[src/rtl/ram_16x8_arbiter_rr.sv]
// Round-robin arbiter/sequencer sharing one 16x8 synchronous RAM between requesters A and B.
// Optional grant counters are compiled in with `define RAM_ARB_STATS_EN.
module ram_16x8_arbiter_rr #(
    parameter int ADDR_W = 4,
    parameter int DATA_W = 8
) (
    input  logic              clk,
    input  logic              rst_n,
    input  logic              req_a,
    input  logic              we_a,
    input  logic [ADDR_W-1:0] addr_a,
    input  logic [DATA_W-1:0] wdata_a,
    input  logic              req_b,
    input  logic              we_b,
    input  logic [ADDR_W-1:0] addr_b,
    input  logic [DATA_W-1:0] wdata_b,
    output logic              ack_a,
    output logic [DATA_W-1:0] rdata_a,
    output logic              ack_b,
    output logic [DATA_W-1:0] rdata_b,
    output logic              ram_we,
    output logic [ADDR_W-1:0] ram_address,
    output logic [DATA_W-1:0] ram_data_in,
    input  logic [DATA_W-1:0] ram_data_out,
    output logic              busy,
    output logic [7:0]        grant_cnt_a,
    output logic [7:0]        grant_cnt_b
);

    typedef enum logic [1:0] {
        IDLE,
        ISSUE,
        CAPTURE,
        ACK
    } state_t;

    state_t              state_q, state_d;
    logic                winner_q, winner_d;        // 0 = A, 1 = B
    logic                last_winner_q, last_winner_d;
    logic                is_write_q, is_write_d;
    logic                ack_a_q, ack_a_d;
    logic                ack_b_q, ack_b_d;
    logic [DATA_W-1:0]   rdata_a_q, rdata_a_d;
    logic [DATA_W-1:0]   rdata_b_q, rdata_b_d;
    logic                ram_we_q, ram_we_d;
    logic [ADDR_W-1:0]   ram_address_q, ram_address_d;
    logic [DATA_W-1:0]   ram_data_in_q, ram_data_in_d;
    logic                pick_b;

    // On a tie the requester that did not win last time is served.
    always_comb begin
        pick_b = 1'b0;
        if (req_a && req_b) begin
            pick_b = ~last_winner_q;
        end else if (req_b) begin
            pick_b = 1'b1;
        end
    end

    always_comb begin
        state_d       = state_q;
        winner_d      = winner_q;
        last_winner_d = last_winner_q;
        is_write_d    = is_write_q;
        ack_a_d       = 1'b0;
        ack_b_d       = 1'b0;
        rdata_a_d     = rdata_a_q;
        rdata_b_d     = rdata_b_q;
        ram_we_d      = 1'b0;
        ram_address_d = ram_address_q;
        ram_data_in_d = ram_data_in_q;

        case (state_q)
            IDLE: begin
                if (req_a || req_b) begin
                    winner_d      = pick_b;
                    is_write_d    = pick_b ? we_b : we_a;
                    ram_we_d      = pick_b ? we_b : we_a;
                    ram_address_d = pick_b ? addr_b : addr_a;
                    ram_data_in_d = pick_b ? wdata_b : wdata_a;
                    state_d       = ISSUE;
                end
            end
            ISSUE: begin
                state_d = CAPTURE;
            end
            CAPTURE: begin
                if (!is_write_q) begin
                    if (winner_q) begin
                        rdata_b_d = ram_data_out;
                    end else begin
                        rdata_a_d = ram_data_out;
                    end
                end
                ack_a_d       = ~winner_q;
                ack_b_d       = winner_q;
                last_winner_d = winner_q;
                state_d       = ACK;
            end
            ACK: begin
                state_d = IDLE;
            end
            default: begin
                state_d = IDLE;
            end
        endcase
    end

    always_ff @(posedge clk) begin
        if (!rst_n) begin
            state_q       <= IDLE;
            winner_q      <= 1'b0;
            last_winner_q <= 1'b1;
            is_write_q    <= 1'b0;
            ack_a_q       <= 1'b0;
            ack_b_q       <= 1'b0;
            rdata_a_q     <= '0;
            rdata_b_q     <= '0;
            ram_we_q      <= 1'b0;
            ram_address_q <= '0;
            ram_data_in_q <= '0;
        end else begin
            state_q       <= state_d;
            winner_q      <= winner_d;
            last_winner_q <= last_winner_d;
            is_write_q    <= is_write_d;
            ack_a_q       <= ack_a_d;
            ack_b_q       <= ack_b_d;
            rdata_a_q     <= rdata_a_d;
            rdata_b_q     <= rdata_b_d;
            ram_we_q      <= ram_we_d;
            ram_address_q <= ram_address_d;
            ram_data_in_q <= ram_data_in_d;
        end
    end

`ifdef RAM_ARB_STATS_EN
    logic [7:0] grant_cnt_a_q, grant_cnt_a_d;
    logic [7:0] grant_cnt_b_q, grant_cnt_b_d;

    // Counts rise on the same edge that sets the matching ack; saturating.
    always_comb begin
        grant_cnt_a_d = grant_cnt_a_q;
        grant_cnt_b_d = grant_cnt_b_q;
        if (state_q == CAPTURE) begin
            if (!winner_q && grant_cnt_a_q != 8'hFF) begin
                grant_cnt_a_d = grant_cnt_a_q + 8'd1;
            end
            if (winner_q && grant_cnt_b_q != 8'hFF) begin
                grant_cnt_b_d = grant_cnt_b_q + 8'd1;
            end
        end
    end

    always_ff @(posedge clk) begin
        if (!rst_n) begin
            grant_cnt_a_q <= '0;
            grant_cnt_b_q <= '0;
        end else begin
            grant_cnt_a_q <= grant_cnt_a_d;
            grant_cnt_b_q <= grant_cnt_b_d;
        end
    end

    assign grant_cnt_a = grant_cnt_a_q;
    assign grant_cnt_b = grant_cnt_b_q;
`else
    assign grant_cnt_a = 8'h00;
    assign grant_cnt_b = 8'h00;
`endif

    assign ack_a       = ack_a_q;
    assign ack_b       = ack_b_q;
    assign rdata_a     = rdata_a_q;
    assign rdata_b     = rdata_b_q;
    assign ram_we      = ram_we_q;
    assign ram_address = ram_address_q;
    assign ram_data_in = ram_data_in_q;
    assign busy        = (state_q != IDLE);

endmodule

[config.mk]
export PLATFORM = sky130hd
export DESIGN_NAME = ram_16x8_arbiter_rr
export DESIGN_NICKNAME = d
export VERILOG_FILES = /design/src/rtl/ram_16x8_arbiter_rr.sv
export SDC_FILE = /design/constraint.sdc
export NUM_CORES = 1
export LEC_CHECK = 0
export CAP_MARGIN = 20
export CORE_MARGIN = 4
export CORE_UTILIZATION = 43
export CTS_BUF_LIST = sky130_fd_sc_hd__clkbuf_2
export DETAILED_ROUTE_END_ITERATION = 12
export GPL_ROUTABILITY_DRIVEN = 0
export PLACE_DENSITY = 0.89
export SLEW_MARGIN = 20
export SYNTH_ARGS = -nofsm -noshare
export SYNTH_HDL_FRONTEND = slang
export SYNTH_SLANG_ARGS = --single-unit
[constraint.sdc]
create_clock -name clk -period 3.5 [get_ports clk]
set_input_delay 0.7 -clock clk [delete_from_list [all_inputs] [get_ports clk]]
set_output_delay 0.7 -clock clk [all_outputs]
set_load 0.02 [all_outputs]
Word-level counts from Yosys, hierarchy flattened. Index checks and enable logic that the tools add are counted.

Flip-flop bits (word level): 36. Input bits: 38. Output and inout bits: 48. Logic and storage cells: 34.

Equal/unequal tests: 4. Muxes and demuxes: 7. Bitwise operators: 3. Reduce and logical (&&, ||, !) cells: 9.

Operators with widths (number): $reduce_and 3->1 (3); $mux 8 (1); $pmux 2 s4 (1); $eq 2x2->1 const B (2); $mux 4 (1); $reduce_and 2->1 (2); $mux 1 (3); $not 1->1 (3); $eq 2x1->1 const B (1); $logic_not 2->1 (1); $mux 2 (1); $ne 2x2->1 const B (1); $reduce_bool 2->1 (1); $logic_and 1x1->1 (1); $logic_or 1x1->1 (1).

Depth between registers and ports, before layout.
Depth in word-level cells: 3. Mapped depth: 6. Depth with buffers taken out: 5.

Least setup slack after synthesis. OpenSTA, ideal clock, no wires.

Path type: register -> output. From: register state_q[1]. To: output busy. Data arrival time: 0.769 ns. Required time: 2.800 ns. Slack: 2.031 ns. Cell stages (with the launch flop): 4. Path buffers: 0. Cell sequence: dfxtp_1 inv_1 ha_1 inv_1.

Longest elaborated chain between the ends: 1.

RTL lines: start, declared (RTL line 37) `state_t state_q, state_d;`; start signal, assigned (RTL line 123) `state_q <= state_d;`; $reduce_bool 2->1 (RTL line 179) `assign busy = (state_q != IDLE);`; end, declared (RTL line 25) `output logic busy,`.

No other way between the ends.

Final worst setup path. Ends and elaborated chain as after synthesis.

==> flow_summary_export.csv <==
group,metric,value,unit
worst_setup_path,crit_fanout,5,
timing,slew_headroom,0.353,
power,comb_power_share,0.444,
timing,worst_slew_pin_slew,968,ps
place,dp_slack,1130,ps
detailed_routing,vias_per_cell,4.81,
min_path,hp-class,"register to register",
cts,cts_tree,"done",
cells_and_area,n_fill_cell,315,
timing,tns,0,ps
timing,finalCriticalPeriod,2500,ps
grt,grt_antenna_before_repair,0,
logic_synthesis,synth_edf_count,0,
run,cap_violations,0,
logic_synthesis,avgSynthCellArea,9.25,um2
logic_synthesis,ys.flop_type,"dfxtp_1",
cells_and_area,layout-drive-gt1-share,0.0458,
cells_and_area,fin_cells,286,
cells_and_area,multiInputGateArea,761,um2
power,p_leak,0.000968,uW
logic_synthesis,yosysUniqueCellTypes,23,
floorplan,die_x,69.0,um
detailed_routing,finalWirelength,3850,um
detailed_routing,wire_per_inst,13.4,um
worst_setup_path,max_stage_delay,590,ps
worst_setup_path,crit_type,"register to output pin",
cts,clock_latency,390,ps
cells_and_area,syn_to_final_growth,44.1,%
worst_setup_path,end_kind,"output pin",
grt,grt_pass1_vias,1344,
timing,rsz0062_at_grt,"no",
floorplan,rows,21,
cells_and_area,regArea,721,um2
detailed_routing,dr.first_iter.drc_count,53,
timing,worst_slack,1000,ps
power,cellPowerDensity,642,nW/um2
place,hpwl,2840,um
power,power,1480,uW
logic_synthesis,synth_compound_area_frac,0.151,
cts,post_cts_buffers,0,
grt,grt_remaining_overflow,0,
place,io_buffers,69,
worst_setup_path,cpMaxStageDelayCell,"clkdlybuf4s50_1",
cts,cts_root_buffer,"clkbuf_2",
logic_synthesis,synth_xor_area_frac,0,
floorplan,dieArea,4760,um2
cells_and_area,n_antenna_cell,0,
logic_synthesis,synth_area,1600,um2
worst_setup_path,startpoint_type,"register",
logic_synthesis,yosys.area_share.adder,0.0313,
cts,cts-resized-gates,0,
logic_synthesis,synth-seq-cells,36,
floorplan,initial_core_util,0.461,
power,intPower,931,uW
logic_synthesis,synth_top_family_by_area,"compound AO/OA/AOI/OAI gates",
grt,grt_max_degree,37,
worst_setup_path,crit_required,2800,ps
detailed_routing,antenna_left,0,
cells_and_area,postLayoutCellArea,2310,um2
cts,cts_buffer_depth,2,
status,status,"finished clean",
power,p_clk_frac,0.176,
worst_setup_path,cp_common_cell,"inv_1",
cts,cts_hold_buf,0,
cells_and_area,layout.cells.most_common_list,"clkdlybuf4s50_1 (69), dfxtp_1 (36), a21oi_1 (25), mux2i_1 (19), nor2b_1 (18)",
floorplan,core,3470,um2
detailed_routing,drtPass1Iterations,4,
place,dp_cells,278,
grt,grt_pass1_wl,6030,um
logic_synthesis,synthArstFlopShare,0,
logic_synthesis,ys.warnings.count,0,
logic_synthesis,syn-instance-count,173,
cells_and_area,layout_commonest_cell,"clkdlybuf4s50_1",
timing,setup_viol,0,
floorplan,die_y,69.0,um
worst_setup_path,critPathArrivalTime,1800,ps
worst_setup_path,crit_chain,"inv_1 > ha_1 > inv_1 > clkdlybuf4s50_1",
cts,htreeDepth,2,
timing,drv_slew,0,
power,p_sw,548,uW
place,placed_cell_area,2240,um2
timing,fmax,0.400,GHz
cts,clk_pin_slew_worst_paths,200,ps
grt,track_usage,0.157,
power,ir_drop,0.464,mV
timing,hold_viol_final,0,
detailed_routing,vias,1375,
cts,cts.sinks,36,
logic_synthesis,yosys.area_share.simple,0.134,
power,switching_share,0.371,
detailed_routing,drc,0,
logic_synthesis,synth_mux_area_frac,0.119,
timing,skew,24.9,ps
cts,cts_buffers,5,
cells_and_area,layout.nets,281,
logic_synthesis,seq_area_frac_synth,0.450,
timing,period_share,0.714,
power,p_seq_frac,0.380,
floorplan,io_pins,86,
-- worst max-delay path, delay by kind of cell (launching register included) --
| kind | cells | cell delay, ps |
|---|---|---|
| buffers and inverters | 3 | 740 |
| adder cells (fa/ha/maj) | 1 | 240 |
| flip-flops | 1 | 430 |
-- path summary, 6_finish.rpt --
kind                            cells past startpoint         end  slack [ps]        from
worst max-delay path                                4        busy        1000  state_q[1]
worst min-delay path                                1       ack_a         520    winner_q
worst max register to register                      5  rdata_a[5]        1630  state_q[0]
worst min register to register                      1       ack_a         520    winner_q
-- cell usage after synthesis, types with 3 or more instances --
| cell | number | area share |
|---|---|---|
| inv_1 | 3 | 0.0070 |
| buf_4 | 19 | 0.089 |
| mux2i_1 | 19 | 0.12 |
| ha_1 | 4 | 0.031 |
| nor2b_1 | 18 | 0.070 |
| o21ai_0 | 13 | 0.041 |
| nor2_1 | 3 | 0.0070 |
| nand2_1 | 16 | 0.038 |
| a21oi_1 | 25 | 0.078 |
| clkbuf_1 | 3 | 0.0070 |
| buf_2 | 3 | 0.0094 |
| dfxtp_1 | 36 | 0.45 |
-- power by group through the flow --
stage	combinational (uW)	sequential, uW	clock (uW)
finish	657	563	260
global route	718	574	285
CTS	661	562	266
detailed placement	657	570	0
global placement	645	567	0
floorplan	324	653	0
-- sequential cells by signal, summed over array words and instances, names as in the netlist --
signal,cells
is_write_q,1
ack_a,1
winner_q,1
rdata_a,8
ack_b,1
state_q,2
rdata_b,8
ram_address,4
ram_we,1
last_winner_q,1
ram_data_in,8
-- cells by family (layout without fill, tap and decap cells) --
kind of cell,count (synthesis),after routing
AOI/OAI and AO/OA,44,44
and+or+nand+nor,41,41
DFF,36,36
buffers and inverters,28,80
muxes,19,19
adders and majority gates,4,4
other,1,16
-- layout make-up --
| type | count | share of cell area |
|---|---|---|
| multi-input cells | 124 | 0.330 |
| flip-flops and latches | 36 | 0.313 |
| repair buffers | 69 | 0.300 |
| well taps | 46 | 0.0250 |
| clock inverters | 2 | 0.0152 |
| clock buffers | 6 | 0.0130 |
| inverters | 3 | 0.00488 |
-- layer usage --
metal  share of wire  GRT usage  wire length, um
met1            0.43      0.172             1640
met2            0.45      0.255             1730
met3            0.11     0.0727              420
met4           0.015     0.0716               59
met5               0          0                0
-- metrics by stage --
stage / util / hold slack (ps)
global placement: 0.646 / 482
finish: 0.665 / 522
CTS: 0.665 / 514
detailed placement: 0.646 / 484
floorplan: - / 444
global route: 0.665 / 552
(Power assumes the default switching activity.)
